**config.mk**
```make
export PLATFORM = sky130hd
export DESIGN_NAME = kf8259_init_sequencer
export DESIGN_NICKNAME = d
export VERILOG_FILES = /design/src/rtl/kf8259_bus_pkg.sv /design/src/rtl/kf8259_bus_cycle.sv /design/src/rtl/kf8259_init_sequencer.sv
export SDC_FILE = /design/constraint.sdc
export NUM_CORES = 1
export LEC_CHECK = 0
export BUFFER_PORTS_ARGS = -buffer_cell sky130_fd_sc_hd__buf_4
export CAP_MARGIN = 20
export CORE_MARGIN = 1.5
export CORE_UTILIZATION = 45
export CTS_CLUSTER_DIAMETER = 120
export DETAILED_ROUTE_END_ITERATION = 8
export PLACE_DENSITY = 0.74
export SYNTH_ARGS = -nofsm -noshare
export SYNTH_HDL_FRONTEND = slang
export SYNTH_SLANG_ARGS = --single-unit
export TNS_END_PERCENT = 100
```
**constraint.sdc**
```tcl
create_clock -name clock_i -period 1.6 [get_ports clock_i]
set_input_delay 0.32 -clock clock_i [delete_from_list [all_inputs] [get_ports clock_i]]
set_output_delay 0.32 -clock clock_i [all_outputs]
set_load 0.03 [all_outputs]
```
**src/rtl/kf8259_bus_pkg.sv**
```systemverilog
// Shared types and constants for the KF8259 bus initiator: bus-cycle phases,
// init steps and the A0 encodings used on the PIC port.
package kf8259_bus_pkg;

  typedef enum logic [1:0] {
    PH_IDLE,
    PH_SETUP,
    PH_STROBE,
    PH_RECOVER
  } phase_e;

  typedef enum logic [2:0] {
    STEP_NONE,
    STEP_ICW1,
    STEP_ICW2,
    STEP_ICW3,
    STEP_ICW4,
    STEP_OCW1
  } step_e;

  localparam logic A0_CMD        = 1'b0;
  localparam logic A0_DATA       = 1'b1;
  localparam int   ICW1_MARK_BIT = 4;

  // The PIC recognises ICW1 by bit 4, so it is always set on the bus.
  function automatic logic [7:0] mark_icw1(input logic [7:0] value);
    logic [7:0] marked;
    marked                = value;
    marked[ICW1_MARK_BIT] = 1'b1;
    return marked;
  endfunction

endpackage

```
**src/rtl/kf8259_bus_cycle.sv**
```systemverilog
// Single-access engine for the PIC port: SETUP -> STROBE (until ack or
// timeout) -> RECOVER, with read-data capture and a registered bus.
module kf8259_bus_cycle
  import kf8259_bus_pkg::*;
#(
  parameter int unsigned TIMEOUT = 15
) (
  input  logic       clk_i,
  input  logic       rst_i,
  input  logic       req_i,
  input  logic       req_read_i,
  input  logic       req_addr_i,
  input  logic [7:0] req_data_i,
  output phase_e     phase_o,
  output logic       done_o,
  output logic       timeout_o,
  output logic       rsp_valid_o,
  output logic [7:0] rsp_data_o,
  output logic       cs_o,
  output logic       rd_o,
  output logic       wr_o,
  output logic       addr_o,
  output logic [7:0] dout_o,
  input  logic [7:0] din_i,
  input  logic       ack_i
);

  localparam int unsigned CW = (TIMEOUT > 1) ? $clog2(TIMEOUT) : 1;
  localparam logic [CW-1:0] CNT_LAST = CW'(TIMEOUT - 1);

  phase_e        phase_q;
  logic          read_q;
  logic [CW-1:0] cnt_q;
  logic          cs_q, rd_q, wr_q, addr_q;
  logic [7:0]    dout_q;
  logic          done_q, timeout_q, rsp_valid_q;
  logic [7:0]    rsp_data_q;

  always_ff @(posedge clk_i or posedge rst_i) begin
    if (rst_i) begin
      phase_q     <= PH_IDLE;
      read_q      <= 1'b0;
      cnt_q       <= '0;
      cs_q        <= 1'b0;
      rd_q        <= 1'b0;
      wr_q        <= 1'b0;
      addr_q      <= 1'b0;
      dout_q      <= 8'h00;
      done_q      <= 1'b0;
      timeout_q   <= 1'b0;
      rsp_valid_q <= 1'b0;
      rsp_data_q  <= 8'h00;
    end else begin
      done_q      <= 1'b0;
      timeout_q   <= 1'b0;
      rsp_valid_q <= 1'b0;
      case (phase_q)
        // RECOVER accepts a new request directly so init steps run gap-free.
        PH_IDLE, PH_RECOVER: begin
          if (req_i) begin
            phase_q <= PH_SETUP;
            read_q  <= req_read_i;
            cs_q    <= 1'b1;
            addr_q  <= req_addr_i;
            dout_q  <= req_read_i ? 8'h00 : req_data_i;
            cnt_q   <= '0;
          end else begin
            phase_q <= PH_IDLE;
          end
        end
        PH_SETUP: begin
          phase_q <= PH_STROBE;
          rd_q    <= read_q;
          wr_q    <= !read_q;
        end
        PH_STROBE: begin
          if (ack_i || cnt_q == CNT_LAST) begin
            phase_q <= PH_RECOVER;
            cs_q    <= 1'b0;
            rd_q    <= 1'b0;
            wr_q    <= 1'b0;
            addr_q  <= 1'b0;
            dout_q  <= 8'h00;
          end
          // ack takes priority over a timeout firing in the same cycle.
          if (ack_i) begin
            done_q <= 1'b1;
            if (read_q) begin
              rsp_data_q  <= din_i;
              rsp_valid_q <= 1'b1;
            end
          end else if (cnt_q == CNT_LAST) begin
            timeout_q <= 1'b1;
          end else begin
            cnt_q <= cnt_q + 1'b1;
          end
        end
        default: phase_q <= PH_IDLE;
      endcase
    end
  end

  assign phase_o     = phase_q;
  assign done_o      = done_q;
  assign timeout_o   = timeout_q;
  assign rsp_valid_o = rsp_valid_q;
  assign rsp_data_o  = rsp_data_q;
  assign cs_o        = cs_q;
  assign rd_o        = rd_q;
  assign wr_o        = wr_q;
  assign addr_o      = addr_q;
  assign dout_o      = dout_q;

endmodule

```
**src/rtl/kf8259_init_sequencer.sv**
```systemverilog
// KF8259 programming initiator: runs ICW1..ICW4 + OCW1 after start, then
// forwards single host reads/writes to the PIC through kf8259_bus_cycle.
module kf8259_init_sequencer
  import kf8259_bus_pkg::*;
#(
  parameter logic [7:0]  ICW1    = 8'h13,
  parameter logic [7:0]  ICW2    = 8'h08,
  parameter logic [7:0]  ICW3    = 8'h00,
  parameter logic [7:0]  ICW4    = 8'h01,
  parameter logic [7:0]  OCW1    = 8'hFF,
  parameter int unsigned TIMEOUT = 15
) (
  input  logic       clock_i,
  input  logic       reset_i,
  input  logic       start_i,
  input  logic       cmd_valid_i,
  output logic       cmd_ready_o,
  input  logic       cmd_read_i,
  input  logic       cmd_address_i,
  input  logic [7:0] cmd_data_i,
  output logic       rsp_valid_o,
  output logic [7:0] rsp_data_o,
  output logic       chip_select_o,
  output logic       read_enable_o,
  output logic       write_enable_o,
  output logic       address_o,
  output logic [7:0] data_bus_out_o,
  input  logic [7:0] data_bus_in_i,
  input  logic       ack_i,
  output logic       busy_o,
  output logic       init_done_o,
  output logic       error_o
);

  step_e      step_q, step_d;
  logic       init_done_q, init_done_d;
  logic       error_q, error_d;
  phase_e     phase;
  logic       acc_done, acc_timeout;
  logic       req, req_read, req_addr;
  logic [7:0] req_data;
  logic       bus_idle, start_ok, cmd_fire;

  // ICW3 only exists for cascaded setups (SNGL = 0), ICW4 only when IC4 = 1.
  function automatic step_e next_step(input step_e s);
    case (s)
      STEP_ICW1: return STEP_ICW2;
      STEP_ICW2: return !ICW1[1] ? STEP_ICW3 : (ICW1[0] ? STEP_ICW4 : STEP_OCW1);
      STEP_ICW3: return ICW1[0] ? STEP_ICW4 : STEP_OCW1;
      STEP_ICW4: return STEP_OCW1;
      default:   return STEP_NONE;
    endcase
  endfunction

  function automatic logic [7:0] step_word(input step_e s);
    case (s)
      STEP_ICW1: return mark_icw1(ICW1);
      STEP_ICW2: return ICW2;
      STEP_ICW3: return ICW3;
      STEP_ICW4: return ICW4;
      default:   return OCW1;
    endcase
  endfunction

  assign bus_idle    = (phase == PH_IDLE) && (step_q == STEP_NONE);
  assign start_ok    = start_i && bus_idle;
  assign cmd_ready_o = bus_idle && init_done_q && !start_i;
  assign cmd_fire    = cmd_valid_i && cmd_ready_o;

  always_comb begin
    step_d      = step_q;
    init_done_d = init_done_q;
    error_d     = error_q;
    req         = 1'b0;
    req_read    = 1'b0;
    req_addr    = A0_CMD;
    req_data    = 8'h00;
    if (start_ok) begin
      step_d      = STEP_ICW1;
      init_done_d = 1'b0;
      error_d     = 1'b0;
      req         = 1'b1;
      req_addr    = A0_CMD;
      req_data    = step_word(STEP_ICW1);
    end else if (cmd_fire) begin
      req      = 1'b1;
      req_read = cmd_read_i;
      req_addr = cmd_address_i;
      req_data = cmd_data_i;
    end else if (acc_timeout) begin
      step_d  = STEP_NONE;
      error_d = 1'b1;
    end else if (acc_done && step_q != STEP_NONE) begin
      step_d = next_step(step_q);
      if (step_q == STEP_OCW1) begin
        init_done_d = 1'b1;
      end else begin
        req      = 1'b1;
        req_addr = A0_DATA;
        req_data = step_word(next_step(step_q));
      end
    end
  end

  always_ff @(posedge clock_i or posedge reset_i) begin
    if (reset_i) begin
      step_q      <= STEP_NONE;
      init_done_q <= 1'b0;
      error_q     <= 1'b0;
    end else begin
      step_q      <= step_d;
      init_done_q <= init_done_d;
      error_q     <= error_d;
    end
  end

  kf8259_bus_cycle #(
    .TIMEOUT(TIMEOUT)
  ) u_bus_cycle (
    .clk_i      (clock_i),
    .rst_i      (reset_i),
    .req_i      (req),
    .req_read_i (req_read),
    .req_addr_i (req_addr),
    .req_data_i (req_data),
    .phase_o    (phase),
    .done_o     (acc_done),
    .timeout_o  (acc_timeout),
    .rsp_valid_o(rsp_valid_o),
    .rsp_data_o (rsp_data_o),
    .cs_o       (chip_select_o),
    .rd_o       (read_enable_o),
    .wr_o       (write_enable_o),
    .addr_o     (address_o),
    .dout_o     (data_bus_out_o),
    .din_i      (data_bus_in_i),
    .ack_i      (ack_i)
  );

  assign busy_o      = (phase != PH_IDLE) || (step_q != STEP_NONE);
  assign init_done_o = init_done_q;
  assign error_o     = error_q;

endmodule

```
==> out/summary.json <==
{
  "run_status": "finished with violations",
  "violations": "negative setup slack",
  "filler_cell_count": 257,
  "timing.final.crit_share_pct": 123.5,
  "hpwl_um": 3873,
  "maxClockFrequency_mhz": 506.1,
  "worst_path_max_delay_cell": "dfrtp_1",
  "worst_setup_path_startpoint": "u_bus_cycle.phase_o[1]",
  "worst-path-max-fanout": 3,
  "grt_setup_unrepaired": "true",
  "cp_data_required_time_ns": 1.28,
  "first_global_vias": 1896,
  "syn_area_mm2": 0.001752,
  "grt.overflow.total": 0,
  "final.setup_skew_ns": 0.01211,
  "finish.instance_area_mm2": 0.002844,
  "worst_r2r_path_depth": 9,
  "hold_path.class": "input pin to asynchronous set/reset pin",
  "setup_violations": 21,
  "total_leakage_power_nw": 1.433,
  "holdBufCountCts": 0,
  "synth.yosys.seq_area_share_pct": 50.00,
  "clock_tree.root_cell": "clkbuf_8",
  "grtUsageTotal_pct": 28.91,
  "core.rowCount": 22,
  "cts-root-to-sink-buffers": 2,
  "finalSetupTns_ns": -5.555,
  "clkSinkCount": 35,
  "grt_pass1_wl_um": 9239,
  "worst_hold_slack_ns": 0.1288,
  "synthesis.instances": 163,
  "number_of_pins_exceeding_their_max_slew_limit_in_the_final_report": 0,
  "worst_slew_pin_slew_ns": 0.5500,
  "average_cell_area_after_synthesis_um2": 10.75,
  "post_route_cells_drive_above_1_share_pct": 55.64,
  "layoutNonFillerInstCount": 314,
  "design.final.nets": 293,
  "worstSetupStartpointType": "flop",
  "path_class": "flop to output pin",
  "drt-vias-per-instance": 5.768,
  "yosys.cell_types.count": 47,
  "sequential_cell_area_um2": 875.8,
  "cts_made_buffers": 5,
  "critPathMaxStageDelay_ns": 0.40,
  "endpoint_kind": "output pin",
  "final-hold-violation-count": 0,
  "critical_path.reg2reg.endpoint": "u_bus_cycle.dout_o[2]",
  "drt_iter0_drc": 139,
  "io_port_bufs": 47,
  "finalWeightedCongestion": 0.8087,
  "remaining_drc_errors": 0,
  "place_ws_ns": -0.4614,
  "post_drt_wl_per_cell_um": 19.24,
  "ir_worst_vdd_mv": 1.066,
  "full_die_area_mm2": 0.004276,
  "placeableCoreArea_mm2": 0.003689,
  "fp.dieW_um": 65.39,
  "asyncSetResetFlopFracSynth_pct": 100.0,
  "dieHeight_um": 65.39,
  "layout-area-overhead-vs-synth_pct": 62.36,
  "maxSlewHeadroom_pct": 63.33,
  "count_of_placed_standard_cells_including_taps": 298,
  "via_count": 1811,
  "n_antenna_cell": 0,
  "drv_cap": 0,
  "tritoncts": "built",
  "synth_nets": 190,
  "htree_num_levels": 2,
  "grt_antenna_before_repair": 0,
  "synth_edf_count": 0,
  "detail-route-antenna-nets": 0,
  "grt_max_degree": 36,
  "io-pin-count": 48,
  "share_of_the_core_filled_with_cells_in_the_final_layout_pct": 77.10,
  "detailed_route_wl_um": 6040,
  "multiInputGateArea_mm2": 0.001012,
  "postSynth.topFlopCell": "dfrtp_1",
  "cts.clk_slew.worst_paths_ns": 0.07,
  "timing.critical_path.arrival_ns": 1.66,
  "synth.ff_latch_count": 35,
  "power_density_mw_per_mm2": 1938,
  "final.min_clock_period_ns": 1.976,
  "detail_route.first_pass.iterations": 4,
  "crit-reg2reg-launch": "u_bus_cycle.phase_o[1]",
  "postPlaceCellArea_mm2": 0.002491,
  "timing.critical_path.cells": "inv_2, ha_4, nor4b_4, buf_4, inv_6, nor3b_4, buf_6",
  "ys_warn_count": 0,
  "p_total_mw": 5.510,
  "postLayoutSetupSlackWorst_ns": -0.3759,
  "floorplan.initialDensity_pct": 47.49,
  "worst_skew_pair.late_latency_ns": 0.29,
  "reg_to_reg_setup_timing_slack_ns": -0.37
}
-- cell usage in the layout, fill, tap and decap left out, types with 3 or more instances in the layout --
master / Yosys / routed
clkbuf_8: 0 / 6
nand2_2: 0 / 3
a21oi_1: 13 / 10
o2bb2ai_2: 0 / 4
a32o_1: 4 / 3
o21ai_4: 0 / 3
a22o_1: 4 / 4
nand2_1: 10 / 6
inv_1: 10 / 8
a21oi_2: 1 / 3
nor2b_1: 5 / 5
buf_4: 1 / 91
dfrtp_1: 35 / 35
nor2_1: 9 / 8
o21ai_0: 7 / 6
buf_6: 0 / 7
a21o_1: 3 / 3
mux2_2: 8 / 8
-- area by class of cell --
type                            count  share of cell area, %
Multi-Input combinational cell    115                  35.59
Sequential cell                    35                  30.80
Timing Repair Buffer               98                  26.79
Clock buffer                        6                  2.904
Tap cell                           48                  2.112
Inverter                           11                  1.628
Clock inverter                      1                 0.1760
-- cell families (layout without fill, tap and decap cells) --
logic type | after synthesis | after routing | share of synthesized area [%]
mux | 9 | 9 | 5.715
buf+inv | 15 | 116 | 3.571
fa+ha+maj | 4 | 4 | 2.857
compound gates | 59 | 60 | 24.29
xor+xnor | 1 | 1 | 0.5001
simple gates | 40 | 41 | 13.07
flops | 35 | 35 | 50.00
-- routing by layer --
metal  vias to the layer above  wire length, um  GRT usage (%)
li1                        813                -              -
met1                       876             2387          34.64
met2                        97             2994          48.72
met3                        25              411          7.363
met4                         0              246          13.28
met5                         -                0              0
-- synthesized netlist by cell type (2+ instances only) --
library cell | instances | share of area, %
o21ai_0 | 7 | 2.0
and2_1 | 2 | 0.71
ha_1 | 4 | 2.9
nand2_1 | 10 | 2.1
buf_2 | 2 | 0.57
nand3_1 | 2 | 0.57
o2bb2ai_1 | 6 | 3.0
a21oi_1 | 13 | 3.7
a22oi_1 | 2 | 0.86
o21ai_1 | 3 | 0.86
a221o_1 | 2 | 1.1
nand4_1 | 2 | 0.71
nor2b_1 | 5 | 1.8
mux2_2 | 8 | 5.1
nor2_1 | 9 | 1.9
nor3_1 | 2 | 0.57
a22o_1 | 4 | 2.0
inv_1 | 10 | 2.1
a31oi_1 | 3 | 1.1
dfrtp_1 | 35 | 50
a21o_1 | 3 | 1.3
a32o_1 | 4 | 2.3
-- registers in the layout, indices dropped and copies added, names as in the netlist, 2 cells and up --
signal / count
step_q: 3
u_bus_cycle.cnt_q: 4
u_bus_cycle.rsp_data_o: 8
u_bus_cycle.dout_o: 8
u_bus_cycle.phase_o: 2
-- worst max-delay path, delay by kind of cell (launching register included) --
family | cells | cell delay, ns
adder cells (fa/ha/maj) | 1 | 0.13
buffers and inverters | 4 | 0.47
flip-flops | 1 | 0.40
AND/OR/NAND/NOR | 2 | 0.37
-- worst max-delay path by stage --
stage	end	slack, ns	cells after the start
after floorplan	u_bus_cycle.cnt_q[3]	-0.08	7
after global placement	u_bus_cycle.phase_o[0]	-0.29	8
after detailed placement	u_bus_cycle.phase_o[0]	-0.46	8
after CTS	cmd_ready_o	-0.39	7
after global routing	cmd_ready_o	-0.44	7
final	cmd_ready_o	-0.38	7
-- what timing repair did --
item,in CTS,in global routing
gates cloned,2,0
pin swaps,19,7
buffers inserted,6,1
gates resized for setup,32,12
endpoints found under the setup margin,29,25
-- where the power goes --
part / switching [mW] / internal (mW)
combinational: 1.89 / 1.68
clock: 0.314 / 0.337
sequential: 0.172 / 1.12
(Power assumes the default switching activity.)
